File: src/rtl/ram1p_arb.sv
// rtl/ram1p_arb.sv - clear sweep plus round-robin arbiter in front of one single-port byte-write SRAM
module ram1p_arb #(
    parameter int DEPTH = 64,
    parameter int WIDTH = 44,
    localparam int AW = $clog2(DEPTH),
    localparam int BW = (WIDTH - 1) / 8 + 1
) (
    input  logic             clk,
    input  logic             reset,
    input  logic             flush_req,
    output logic             init_busy,
    input  logic             req0_valid,
    output logic             req0_ready,
    input  logic             req0_we,
    input  logic [AW-1:0]    req0_addr,
    input  logic [BW-1:0]    req0_bwe,
    input  logic [WIDTH-1:0] req0_din,
    input  logic             req1_valid,
    output logic             req1_ready,
    input  logic             req1_we,
    input  logic [AW-1:0]    req1_addr,
    input  logic [BW-1:0]    req1_bwe,
    input  logic [WIDTH-1:0] req1_din,
    output logic             rsp0_valid,
    output logic             rsp1_valid,
    output logic [WIDTH-1:0] rsp_data,
    output logic             ram_ce,
    output logic             ram_we,
    output logic [AW-1:0]    ram_addr,
    output logic [BW-1:0]    ram_bwe,
    output logic [WIDTH-1:0] ram_din,
    input  logic [WIDTH-1:0] ram_dout
);

    typedef enum logic {S_INIT, S_ARB} state_t;

    state_t        state_q, state_d;
    logic [AW-1:0] cnt_q, cnt_d;
    logic          last_q, last_d;    // 1 = requester 1 was granted last, so 0 wins a tie
    logic          rsp0_q, rsp0_d;
    logic          rsp1_q, rsp1_d;
    logic          gnt0, gnt1;

    always_comb begin
        state_d  = state_q;
        cnt_d    = cnt_q;
        last_d   = last_q;
        rsp0_d   = 1'b0;
        rsp1_d   = 1'b0;
        gnt0     = 1'b0;
        gnt1     = 1'b0;
        ram_ce   = 1'b0;
        ram_we   = 1'b0;
        ram_addr = '0;
        ram_bwe  = '0;
        ram_din  = '0;
        if (state_q == S_INIT) begin
            ram_ce   = 1'b1;
            ram_we   = 1'b1;
            ram_bwe  = '1;
            ram_addr = cnt_q;
            if (cnt_q == AW'(DEPTH - 1)) begin
                cnt_d   = '0;
                state_d = S_ARB;
            end else begin
                cnt_d = cnt_q + AW'(1);
            end
        end else if (flush_req) begin
            // Flush wins over any pending request; the sweep starts next cycle.
            state_d = S_INIT;
            cnt_d   = '0;
        end else begin
            gnt0 = req0_valid & (~req1_valid | last_q);
            gnt1 = req1_valid & (~req0_valid | ~last_q);
            if (gnt0) begin
                ram_ce   = 1'b1;
                ram_we   = req0_we;
                ram_addr = req0_addr;
                ram_bwe  = req0_bwe;
                ram_din  = req0_din;
                last_d   = 1'b0;
                rsp0_d   = ~req0_we;
            end else if (gnt1) begin
                ram_ce   = 1'b1;
                ram_we   = req1_we;
                ram_addr = req1_addr;
                ram_bwe  = req1_bwe;
                ram_din  = req1_din;
                last_d   = 1'b1;
                rsp1_d   = ~req1_we;
            end
        end
    end

    always_ff @(posedge clk or posedge reset) begin
        if (reset) begin
            state_q <= S_INIT;
            cnt_q   <= '0;
            last_q  <= 1'b1;
            rsp0_q  <= 1'b0;
            rsp1_q  <= 1'b0;
        end else begin
            state_q <= state_d;
            cnt_q   <= cnt_d;
            last_q  <= last_d;
            rsp0_q  <= rsp0_d;
            rsp1_q  <= rsp1_d;
        end
    end

    assign init_busy  = (state_q == S_INIT);
    assign req0_ready = gnt0;
    assign req1_ready = gnt1;
    assign rsp0_valid = rsp0_q;
    assign rsp1_valid = rsp1_q;
    assign rsp_data   = ram_dout;

endmodule
File: config.mk
export PLATFORM = sky130hd
export DESIGN_NAME = ram1p_arb
export DESIGN_NICKNAME = d
export VERILOG_FILES = /design/src/rtl/ram1p_arb.sv
export SDC_FILE = /design/constraint.sdc
export NUM_CORES = 1
export LEC_CHECK = 0
export BUFFER_PORTS_ARGS = -buffer_cell sky130_fd_sc_hd__buf_2
export CAP_MARGIN = 20
export CELL_PAD_IN_SITES_DETAIL_PLACEMENT = 1
export CELL_PAD_IN_SITES_GLOBAL_PLACEMENT = 2
export CORE_ASPECT_RATIO = 1.5
export CORE_MARGIN = 1
export CORE_UTILIZATION = 12
export CTS_CLUSTER_DIAMETER = 30
export CTS_CLUSTER_SIZE = 8
export DETAILED_ROUTE_END_ITERATION = 16
export GPL_ROUTABILITY_DRIVEN = 0
export PLACE_DENSITY_LB_ADDON = 0.12
export REMOVE_ABC_BUFFERS = 1
export SYNTH_ARGS = -nofsm -noshare
export SYNTH_HDL_FRONTEND = slang
export SYNTH_SLANG_ARGS = --single-unit
File: constraint.sdc
create_clock -name clk -period 4.3 [get_ports clk]
set_input_delay 0.645 -clock clk [delete_from_list [all_inputs] [get_ports clk]]
set_output_delay 0.645 -clock clk [all_outputs]
set_load 0.02 [all_outputs]
==> metrics.yaml <==
critical_path:
  reg2reg_depth: 4
  cp_data_arrival_time_ps: 2230
  worstPathMaxFanout: 51
  worstPathRequired_ps: 3650
  worstSetupStartpointType: "flip-flop"
  crit_path_end_kind: "primary output"
  worstSetupPathType: "reg2out"
power:
  pwr-share-clk: 0.237
  leakage_nw: 1.26
  seqPwrFrac: 0.227
  p_comb_frac: 0.535
  powerDensity_mw_per_mm2: 347
  p_switching_w: 0.000323
  netSwitchingFraction: 0.411
  vdd_ir_drop_max_mv: 0.102
  power.internal_w: 0.000463
synthesis:
  async_flop_share: 1.00
  synth-simple-area-share: 0.115
  avgSynthCellArea_um2: 9.01
  netlist_area_mm2: 0.00151
  synth_cell_type_count: 33
  yosys_most_used_dff: "dfrtp_1"
  ys_seq_elements: 10
  syn_inst: 168
  synth_edf_count: 0
  synth_top_family_by_area: "compound AO/OA/AOI/OAI gates"
  netlist.area_leader.share: 0.260
  synthMuxAreaShare: 0
  synth-xor-area-share: 0.00579
  synth_compound_area_frac: 0.402
  yosysTopAreaCell: "a22o_1"
  synth.area.top_cells: "a22o_1 26%, buf_4 24%, dfrtp_1 15%"
  synth.yosys.seq_area_share: 0.166
  yosysWarnings: 0
  synthAdderAreaFrac: 0.00826
clock_tree:
  path_clk_slew_ps: 40
  clockBufferDepth: 2
  post-cts-setup-buffers: 0
  cts_resized: 0
  clkSinkCount: 10
  postCtsHoldBufs: 0
  cts_buffers: 3
  cts_tree: "yes"
  cts_root_buf: "clkbuf_16"
  clkLatencyLatePin_ps: 240
  htreeDepth: 1
sta:
  rsz0062_at_grt: "false"
  tightest_slew_ps: 587
  fin_crit_sh: 0.669
  finalMaxSlewViolations: 0
  fin_skew_ps: 1.86
  period_needed_ps: 2880
  slew_headroom: 0.608
  hold_viol_final: 0
  setup_tns_ps: 0
  finalSetupViolCount: 0
  max_freq_mhz: 347
  setup_ws_ps: 1420
finish:
  final_cell_mix: "181 x buf_2, 45 x a22o_1, 14 x a221o_1, 9 x dfrtp_1, 5 x nor2b_1"
  drive_above_1_share: 0.653
  final_common_cell: "buf_2"
  stdcell_count: 450
  nFillCells: 1520
  syn_to_final_growth_pct: 49.7
  num-nets-final: 462
  n_antenna_cell: 0
global_routing:
  track_usage: 0.142
  antenna_found_initial: 1
  grt_pass1_wl_um: 13400
  grt_pass1_vias: 1928
  overflow: 0
  grt_max_degree: 53
place:
  placed_cells_incl_taps: 446
  hpwl_um: 8130
  pre_cts_slack_ps: 1560
  portBuffers: 181
floorplan:
  rows: 49
  die_h_um: 140
  die_w_um: 93.7
  die_area_mm2: 0.0131
  initial_core_util: 0.125
  io_pins: 270
  coreArea_mm2: 0.0121
run:
  cap_violations: 0
route:
  wl_per_cell_um: 21.9
  detail-route-antenna-nets: 0
  drc: 0
  vias: 1954
  avgViaCountPerCell: 4.34
  drt_iter0_markers: 50
  totalWireLength_um: 9840
  firstDrtPassIters: 4
outcome:
  outcome: "finished, final reports clean"
min_path:
  hold_class: "in2async"
## metrics by stage
step                hold slack [ps]  instance area, µm²  utilization  power, W
floorplan                       484                1070            -  0.000432
global placement                517                2180        0.179  0.000611
detailed placement              513                2180        0.179  0.000612
CTS                             431                2270        0.187  0.000804
global route                    445                2270        0.187  0.000848
finish                          411                2270        0.187  0.000787
## layer usage
metal,global-route usage,vias to the layer above,wire length (µm)
met2,0.209,216,4140
met5,0.0595,-,53
li1,-,864,-
met4,0.0267,4,64
met3,0.101,9,1870
met1,0.163,861,3710
## synthesized netlist by cell type (2+ instances only)
master and n:
nand3_1 3, dfrtp_1 9, a221o_1 14, inv_1 3, nor2_1 4, buf_6 6, buf_4 48, o21ai_0 3
nor3_1 3, buf_2 2, a22o_1 45, nand2_1 3, nor2b_1 5
## worst paths after layout
path | to | slack [ps] | startpoint
setup / recovery | ram_addr[5] | 1420 | state_q
hold / removal | rsp0_valid | 410 | reset
setup reg to reg | last_q | 2670 | state_q
hold reg to reg | last_q | 520 | last_q
max in group asynchronous | last_q | 3550 | reset
min in group clk | last_q | 520 | last_q
## sequential cells by signal (all words and copies together) (netlist names)
name and cells:
rsp1_valid 1, state_q 1, last_q 1, cnt_q 6, rsp0_valid 1
## worst max-delay path: stages (launching register included)
cell	delay (ps)
dfrtp_1	660
nor2b_4	360
nand3_4	120
inv_4	410
a221o_1	230
buf_2	170
## cells by family (layout without fill, tap and decap cells)
family / Yosys count / in the layout
buf+inv: 61 / 190
fa+ha+maj: 1 / 1
compound gates: 69 / 69
simple gates: 26 / 26
xor+xnor: 1 / 1
flops: 10 / 10
## cell type report
type / instances / area (µm²) / share of cell area
Clock buffer: 4 / 88.8 / 0.0392
Inverter: 4 / 17.5 / 0.00773
Multi-Input combinational cell: 97 / 803 / 0.355
Timing Repair Buffer: 182 / 913 / 0.403
Tap cell: 153 / 191 / 0.0845
Sequential cell: 10 / 251 / 0.111
## power by group through the flow
stage	logic (W)	clock network (W)	registers, W
after floorplan	0.000264	0	0.000168
after global placement	0.000430	0	0.000181
after detailed placement	0.000431	0	0.000181
after CTS	0.000432	0.000192	0.000180
after global routing	0.000466	0.000194	0.000188
final	0.000421	0.000187	0.000179
No activity file was read; power rests on OpenSTA's default activity.
